$ cat src/rtl/channel_select_ctrl.sv
// Channel select control for binary_encoder.
// Conditions three raw push-buttons (2-FF sync + debounce + press detect) and a
// scan-mode switch (2-FF sync), then drives a 2-bit channel index that is either
// stepped by hand or auto-scanned. A three-state FSM gates the enable output.
module channel_select_ctrl #(
    parameter int DEBOUNCE_CYCLES = 16,
    parameter int SCAN_PERIOD     = 1000
) (
    input  logic       clk,
    input  logic       rst_n,
    input  logic       btn_next,
    input  logic       btn_prev,
    input  logic       btn_en,
    input  logic       scan_mode,
    output logic [1:0] val,
    output logic       en,
    output logic       step_pulse
);

    localparam int DEB_CW  = $clog2(DEBOUNCE_CYCLES);
    localparam int SCAN_CW = $clog2(SCAN_PERIOD);
    localparam logic [DEB_CW-1:0]  DEB_LAST  = DEB_CW'(DEBOUNCE_CYCLES - 1);
    localparam logic [SCAN_CW-1:0] SCAN_LAST = SCAN_CW'(SCAN_PERIOD - 1);

    // Button lane order: 0 = next, 1 = prev, 2 = enable toggle.
    localparam int B_NEXT = 0;
    localparam int B_PREV = 1;
    localparam int B_EN   = 2;

    typedef enum logic [1:0] {
        ST_OFF    = 2'd0,
        ST_MANUAL = 2'd1,
        ST_SCAN   = 2'd2
    } state_t;

    logic [2:0]        btn_raw;
    logic [2:0]        btn_s1;
    logic [2:0]        btn_s2;
    logic [2:0]        btn_deb;
    logic [2:0]        btn_deb_q;
    logic [2:0]        btn_press;
    logic [DEB_CW-1:0] deb_cnt [3];

    logic scan_s1;
    logic scan_s2;

    state_t             state;
    state_t             state_next;
    logic [1:0]         val_next;
    logic [SCAN_CW-1:0] scan_timer;
    logic [SCAN_CW-1:0] scan_timer_next;

    logic next_press;
    logic prev_press;
    logic en_press;

    assign btn_raw    = {btn_en, btn_prev, btn_next};
    assign next_press = btn_press[B_NEXT];
    assign prev_press = btn_press[B_PREV];
    assign en_press   = btn_press[B_EN];

    // Synchronise, debounce and edge-detect the three buttons; sync the mode switch.
    // NOTE: the debounce counters are a small array but still get an explicit reset,
    // so a level held through reset must re-qualify from a zero count.
    always_ff @(posedge clk or negedge rst_n) begin
        if (!rst_n) begin
            btn_s1    <= '0;
            btn_s2    <= '0;
            btn_deb   <= '0;
            btn_deb_q <= '0;
            btn_press <= '0;
            scan_s1   <= 1'b0;
            scan_s2   <= 1'b0;
            for (int i = 0; i < 3; i++) begin
                deb_cnt[i] <= '0;
            end
        end else begin
            // NOTE: non-blocking assignments so s1 -> s2 -> deb form real pipeline stages.
            btn_s1    <= btn_raw;
            btn_s2    <= btn_s1;
            scan_s1   <= scan_mode;
            scan_s2   <= scan_s1;
            btn_deb_q <= btn_deb;
            btn_press <= btn_deb & ~btn_deb_q;
            for (int i = 0; i < 3; i++) begin
                if (btn_s2[i] == btn_deb[i]) begin
                    deb_cnt[i] <= '0;
                end else if (deb_cnt[i] == DEB_LAST) begin
                    btn_deb[i] <= btn_s2[i];
                    deb_cnt[i] <= '0;
                end else begin
                    deb_cnt[i] <= deb_cnt[i] + DEB_CW'(1);
                end
            end
        end
    end

    // FSM state, channel index, enable, step strobe and scan timer registers.
    always_ff @(posedge clk or negedge rst_n) begin
        if (!rst_n) begin
            state      <= ST_OFF;
            val        <= 2'b00;
            en         <= 1'b0;
            step_pulse <= 1'b0;
            scan_timer <= '0;
        end else begin
            state      <= state_next;
            val        <= val_next;
            en         <= (state_next != ST_OFF);
            step_pulse <= (val_next != val);
            scan_timer <= scan_timer_next;
        end
    end

    // Next-state, next channel index and scan timer; enable press wins over everything.
    always_comb begin
        // NOTE: every output of this block is defaulted first so no path infers a latch.
        state_next      = state;
        val_next        = val;
        scan_timer_next = '0;
        unique case (state)
            ST_OFF: begin
                if (en_press) begin
                    state_next = scan_s2 ? ST_SCAN : ST_MANUAL;
                end
            end
            ST_MANUAL: begin
                if (en_press) begin
                    state_next = ST_OFF;
                end else begin
                    if (scan_s2) begin
                        state_next = ST_SCAN;
                    end
                    // Opposite presses in the same cycle cancel out.
                    if (next_press && !prev_press) begin
                        val_next = val + 2'd1;
                    end else if (prev_press && !next_press) begin
                        val_next = val - 2'd1;
                    end
                end
            end
            ST_SCAN: begin
                if (en_press) begin
                    state_next = ST_OFF;
                end else if (!scan_s2) begin
                    state_next = ST_MANUAL;
                end else if (scan_timer == SCAN_LAST) begin
                    val_next = val + 2'd1;
                end else begin
                    scan_timer_next = scan_timer + SCAN_CW'(1);
                end
            end
            default: begin
                state_next = ST_OFF;
            end
        endcase
    end

endmodule
$ cat config.mk
export PLATFORM = sky130hd
export DESIGN_NAME = channel_select_ctrl
export DESIGN_NICKNAME = d
export VERILOG_FILES = /design/src/rtl/channel_select_ctrl.sv
export SDC_FILE = /design/constraint.sdc
export NUM_CORES = 1
export LEC_CHECK = 0
export ABC_AREA = 1
export BUFFER_PORTS_ARGS = -buffer_cell sky130_fd_sc_hd__buf_2
export CAP_MARGIN = 20
export CORE_ASPECT_RATIO = 1.75
export CORE_MARGIN = 2
export CORE_UTILIZATION = 60
export CTS_CLUSTER_SIZE = 25
export DETAILED_ROUTE_END_ITERATION = 10
export PLACE_DENSITY = 0.86
export SETUP_SLACK_MARGIN = 0.1
export SYNTH_ARGS = -nofsm -noshare
export SYNTH_HDL_FRONTEND = slang
export SYNTH_SLANG_ARGS = --single-unit
export TNS_END_PERCENT = 1
$ cat constraint.sdc
create_clock -name clk -period 2.6 [get_ports clk]
set_input_delay 0.26 -clock clk [delete_from_list [all_inputs] [get_ports clk]]
set_output_delay 0.26 -clock clk [all_outputs]
set_load 0.1 [all_outputs]
==> flow_summary.yaml, run 1 <==
clocking:
  tritoncts: "done"
  clockRootBuffer: "clkbuf_8"
  cts_max_path_buffers: 2
  clock_latency_ns: 0.30
  hold_buffers: 0
  cts_max_level: 2
  clock_sinks: 45
  ctsResizeCount: 0
  post-cts-setup-buffers: 0
  cts_buffers: 5
  path_clk_slew_ns: 0.08
layout:
  nets: 235
  fin_cells: 265
  fill_cells: 267
  layout-drive-gt1-share_pct: 16.2
  regArea_sq_um: 1130
  antennaDiodeCount: 0
  area_growth_pct: 10.7
  final_area_sq_um: 2220
  multiInputGateArea_sq_um: 768
routing:
  first_iter_violations: 27
  wirelength_um: 2980
  ant_nets: 0
  drc: 0
  vias_per_cell: 5.08
  wl_per_cell_um: 11.3
  vias: 1347
  dr.pass1.iters: 4
global_route:
  grt_use_met1_pct: 23.3
  grt_pass1_wl_um: 5600
  grt_antenna_before_repair: 0
  grt_util_met3_pct: 4.94
  grt_pass1_vias: 1371
  grt_overflow: 0
  grt_use_met2_pct: 34.6
  grt_usage_pct: 20.6
  busiest_layer: "met2"
  grt_max_degree: 46
timing:
  period_minus_slack_ns: 1.52
  max_freq_mhz: 657
  fin_tns_setup_ns: 0
  hold_slack_ns: 0.0614
  slew_headroom_pct: 38.0
  max_slew.worst_pin.slew_ns: 0.930
  hold_violations: 0
  slew_viol_final: 0
  skew_ns: 0.00618
  post-route-period-util_pct: 58.5
  finalSetupViolations: 0
  rsz0062_at_grt: "false"
yosys:
  avgSynthCellArea_sq_um: 9.77
  yosys_warnings: 0
  yosysTopAreaCellShare_pct: 56.2
  ys.flop_type: "dfrtp_1"
  synth_edf_count: 0
  synth_top_area_cell: "dfrtp_1"
  synth-seq-cells: 45
  synthCells: 205
  synth_area_sq_um: 2000
  ys_seq_area_share_pct: 56.2
  synthDistinctLibCells: 27
  synth.area.top_cells: "dfrtp_1 (56%), nand2_1 (6.4%), ha_1 (5.0%), nor2_1 (4.7%), inv_1 (4.3%)"
  syn-num-nets: 219
  synthArstFlopShare_pct: 100
critical_path:
  timing.rr.start: "scan_timer[0]"
  r2r_setup_slack_ns: 1.08
  crit_fanout: 10
  start_kind: "flop"
  required_ns: 2.80
  end_kind: "flop"
  r2r_end: "scan_timer[3]"
  r2r_cells: 6
  crit_arrival_ns: 1.72
  crit_type: "reg2reg"
min_path:
  hp-class: "in2reg"
  whs_endpoint: "scan_s1"
  holdCritStartpoint: "scan_mode"
  whs_path_depth: 1
die:
  placementRows: 27
  dieHeight_um: 80.4
  die_area_sq_um: 3830
  coreArea_sq_um: 3180
  num_io_pins: 10
  die_x_um: 47.7
  start_util_pct: 63.0
power_and_ir_drop:
  vdd_ir_drop_max_mv: 0.646
  finalPower_uw: 1900
  powerDensity_nw_per_um2: 859
  p_leak_uw: 0.00109
run:
  cap_violations: 0
place:
  gp_congestion: 0.710
  dpl.hpwl_um: 2210
  port_buffers: 9
  dpl_cell_area_sq_um: 2100
  dp.cells: 257
outcome:
  outcome: "finished clean"
-- worst max-delay path, stage by stage (launching register included) --
cell     delay, ns
dfrtp_1       0.41
ha_1          0.21
nand2_1       0.15
nor2_4        0.07
nand2_1       0.08
nand3_2       0.19
nor3b_1       0.31
-- cells in the final DEF, fill, tap and decap left out, types with 2 or more instances in the layout --
cell and instances:
dfrtp_1 45, nand2_1 34, nor2_1 25, inv_1 23, nand3_1 14, buf_2 9
xnor2_1 8, a21oi_1 8, ha_1 8, clkbuf_8 5, inv_2 4, nor3_1 4
nor2_4 3, nand3_2 3, nand4_1 3, nand2_2 3, nor2_2 3, nor3b_1 3
xor2_1 3, o21ai_0 2
-- logic make-up (layout without fill, tap and decap cells) --
group / Yosys count / count (layout) / synth area share (%)
compound gates: 14 / 14 / 3.88
fa+ha+maj: 8 / 8 / 5.00
buf+inv: 28 / 45 / 5.37
xor+xnor: 11 / 11 / 4.81
flops: 45 / 45 / 56.2
simple gates: 99 / 99 / 24.7
-- metrics by stage --
stage,setup slack (ns),utilization (%)
floorplan,0.734,-
global placement,1.15,66.2
detailed placement,1.11,66.2
CTS,1.07,69.8
global route,0.934,69.8
finish,1.08,69.8
-- routing by layer --
layer  routed length, um  share of wire (%)
met1                1210                 41
met2                1620                 54
met3                  74                2.5
met4                  74                2.5
met5                   0                  0
-- where the power goes --
group | switching [uW] | leakage [uW] | internal (uW) | total, uW
Combinational | 415 | 0.000438 | 155 | 570
Clock | 232 | 0.0000543 | 287 | 520
Sequential | 51.7 | 0.000595 | 761 | 813
-- sequential cells by signal (all words and copies together) (netlist names) --
| name | cells |
|---|---|
| val | 2 |
| state | 2 |
| step_pulse | 1 |
| deb_cnt | 12 |
| scan_s2 | 1 |
| btn_deb_q | 3 |
| scan_timer | 10 |
| scan_s1 | 1 |
| btn_press | 3 |
| en | 1 |
| btn_s2 | 3 |
| btn_s1 | 3 |
| btn_deb | 3 |
-- worst max path at each step --
stage | startpoint | endpoint | slack [ns] | depth (start not counted)
6_report | scan_timer[0] | scan_timer[3] | 1.08 | 6
5_1_grt | state[0] | en | 0.93 | 6
4_1_cts | val[0] | val[0] | 1.07 | 1
3_5_place_dp | state[0] | en | 1.11 | 6
3_3_place_gp | state[0] | en | 1.15 | 6
2_1_floorplan | val[1] | step_pulse | 0.73 | 11
-- Yosys cell counts, drive strengths merged (4+ instances only) --
cell    n
xnor2   8
ha      8
nor2   31
nand3  17
a21oi   8
nand2  37
dfrtp  45
nor3    4
inv    28
-- cell type report --
cell class              count  share of cell area, %
clock inverters             3                   2.09
repair buffers              9                   2.03
well taps                  43                   2.43
inverters                  28                   4.86
multi-input cells         132                   34.7
flip-flops and latches     45                   50.8
clock buffers               5                   3.11
(Power assumes the default switching activity.)
==> run 2: changes to the inputs <==
--- a/config.mk
+++ b/config.mk
@@ -5,15 +5,15 @@
 export SDC_FILE = /design/constraint.sdc
 export NUM_CORES = 1
 export LEC_CHECK = 0
-export ABC_AREA = 1
+export ABC_AREA = 0
 export BUFFER_PORTS_ARGS = -buffer_cell sky130_fd_sc_hd__buf_2
 export CAP_MARGIN = 20
 export CORE_ASPECT_RATIO = 1.75
 export CORE_MARGIN = 2
-export CORE_UTILIZATION = 60
+export CORE_UTILIZATION = 54
 export CTS_CLUSTER_SIZE = 25
 export DETAILED_ROUTE_END_ITERATION = 10
-export PLACE_DENSITY = 0.86
+export PLACE_DENSITY = 0.82
 export SETUP_SLACK_MARGIN = 0.1
 export SYNTH_ARGS = -nofsm -noshare
 export SYNTH_HDL_FRONTEND = slang
==> constraint.sdc (replaced) <==
create_clock -name clk -period 1.29 [get_ports clk]
set_input_delay 0.129 -clock clk [delete_from_list [all_inputs] [get_ports clk]]
set_output_delay 0.129 -clock clk [all_outputs]
set_load 0.1 [all_outputs]
==> flow_summary.yaml, run 2 <==
outcome:
  outcome: "finished, violations left"
  violations: "setup timing"
place:
  gp_congestion: 0.751
  port_buffers: 9
  dp.cells: 244
  dpl.hpwl_um: 2700
  post-place-ws_ns: -0.323
yosys:
  synthXorXnorAreaFrac_pct: 6.65
  ys_seq_area_share_pct: 57.0
  syn-num-nets: 182
  yosysTopAreaCellShare_pct: 57.0
  synth-seq-cells: 45
  synth.area.mux_share_pct: 2.22
  synthArstFlopShare_pct: 100
  synth-simple-area-share_pct: 17.0
  avgSynthCellArea_sq_um: 11.8
  synth_top_area_cell: "dfrtp_1"
  synthTopCellsByCount: "dfrtp_1 (45), nor2_1 (16), xnor2_1 (13), inv_1 (10)"
  synthCells: 168
  synth-compound-area-share_pct: 9.18
  synth_top_family_by_area: "simple AND/OR/NAND/NOR gates"
  synthAdderAreaFrac_pct: 5.07
  synth_edf_count: 0
  ys.flop_type: "dfrtp_1"
  synth_most_common_cell: "dfrtp_1"
  synthDistinctLibCells: 36
  yosys_warnings: 0
  synth_area_sq_um: 1980
  synth.area.top_cells: "dfrtp_1 (57%), xnor2_1 (5.8%), ha_1 (5.1%), nor2_1 (3.0%), nor2b_1 (2.5%)"
critical_path:
  crit_arrival_ns: 1.80
  required_ns: 1.50
  r2r_end: "val[1]"
  slowest_delay_ns: 0.42
  r2r_cells: 5
  critPathSlowestCell: "dfrtp_1"
  crit_type: "reg2reg"
  start_kind: "flop"
  timing.rr.start: "scan_timer[0]"
  r2r_setup_slack_ns: -0.30
  worstPathCellList: "ha_4 > nand2_4 > or3_4 > o31a_1 > a22oi_1"
  end_kind: "flop"
  crit_fanout: 4
run:
  cap_violations: 0
timing:
  period_minus_slack_ns: 1.59
  skew_ns: 0.00539
  slew_headroom_pct: 74.7
  hold_slack_ns: 0.245
  finalSetupViolations: 14
  setup_slack_ns: -0.297
  max_freq_mhz: 630
  rsz0062_at_grt: "true"
  slew_viol_final: 0
  max_slew.worst_pin.slew_ns: 0.377
  post-route-period-util_pct: 123
  hold_violations: 0
layout:
  layout-drive-gt1-share_pct: 32.2
  final_common_cell: "dfrtp_1"
  antennaDiodeCount: 0
  area_growth_pct: 28.0
  largestRegisters: "deb_cnt (12), scan_timer (10)"
  largest_reg_flops: 12
  fin_cells: 260
  final_cell_mix: "dfrtp_1 (41), buf_4 (26), nor2_1 (16)"
  regMostFlops: "deb_cnt"
  nets: 227
routing:
  vias_per_cell: 5.38
  vias: 1400
  wirelength_um: 3740
  dr.pass1.iters: 4
  ant_nets: 0
  drc: 0
  first_iter_violations: 43
  wl_per_cell_um: 14.4
clocking:
  path_clk_slew_ns: 0.08
  clock_latency_ns: 0.30
  clockRootBuffer: "clkbuf_8"
  cts_max_level: 2
  clock_sinks: 45
  cts_buffers: 5
  tritoncts: "done"
  cts_max_path_buffers: 2
global_route:
  grt_overflow: 0
  grt_pass1_wl_um: 6510
  grt_usage_pct: 20.5
  grt_pass1_vias: 1522
  grt_antenna_before_repair: 0
  grt_max_degree: 24
power_and_ir_drop:
  powerDensity_nw_per_um2: 1260
  p_leak_uw: 0.00110
  vdd_ir_drop_max_mv: 1.04
die:
  die_x_um: 49.7
  start_util_pct: 55.6
  num_io_pins: 10
  coreArea_sq_um: 3560
  die_area_sq_um: 4180
  placementRows: 29
  dieHeight_um: 84.0
min_path:
  hp-class: "in2async"
run 2: worst max-delay path: cells and delay by family, from the launching register on:
| kind | cells | cell delay [ns] |
|---|---|---|
| AO/OA/AOI/OAI | 2 | 0.45 |
| flip-flops | 1 | 0.42 |
| adder cells (fa/ha/maj) | 1 | 0.17 |
| AND/OR/NAND/NOR | 2 | 0.46 |
run 2: worst max-delay path by stage:
stage / start / slack, ns / endpoint / cells after the start
after global placement: scan_timer[1] / -0.18 / step_pulse / 5
after floorplan: scan_timer[0] / -0.21 / step_pulse / 5
after global routing: state[1] / -0.37 / en / 6
after CTS: scan_timer[0] / -0.30 / step_pulse / 5
final: scan_timer[0] / -0.30 / val[1] / 5
after detailed placement: state[0] / -0.32 / step_pulse / 7
run 2: layer usage:
layer	vias up	wire (um)	GRT usage, %
met5	-	0	0
met1	680	1430	23.1
met2	35	2090	35.8
li1	671	-	-
met3	14	99	3.76
met4	0	127	10.4
run 2: kinds of logic after synthesis:
family,Yosys count
buffers and inverters,12
DFF,45
xor gates and xnor gates,15
adders and majority gates,8
and+or+nand+nor,57
muxes,4
AOI/OAI and AO/OA,27
run 2: through the flow:
stage	setup TNS, ns	total power (uW)	util (%)	cell area [sq um]
2_1_floorplan	-1.75	1980	-	1980
3_3_place_gp	-2.14	2170	63.3	2250
3_5_place_dp	-3.37	2200	63.3	2250
4_1_cts	-3.61	3150	68.8	2450
5_1_grt	-4.50	3360	71.1	2530
6_report	-3.42	3190	71.1	2530
run 2: area by class of cell:
cell class / count / area (sq um)
Inverter: 10 / 37.5
Timing Repair Buffer: 40 / 329
Fill cell: 264 / 1030
Tap cell: 46 / 57.6
Clock inverter: 3 / 25.0
Multi-Input combinational cell: 111 / 880
Sequential cell: 45 / 1130
Clock buffer: 5 / 68.8
run 2: repair_timing:
action                                  4_1_cts  5_1_grt
gates cloned                                  0        0
hold buffers                                  5        0
endpoints found under the setup margin       22       22
endpoints found under the hold margin        29        0
resized for setup                            14       13
setup buffers                                 1        2
pin swaps                                     4        3
run 2: report_power, final:
part | total [uW] | internal, uW | switching (uW)
Clock | 889 | 391 | 498
Combinational | 733 | 322 | 411
Sequential | 1570 | 1490 | 76.7
Total | 3190 | 2200 | 986
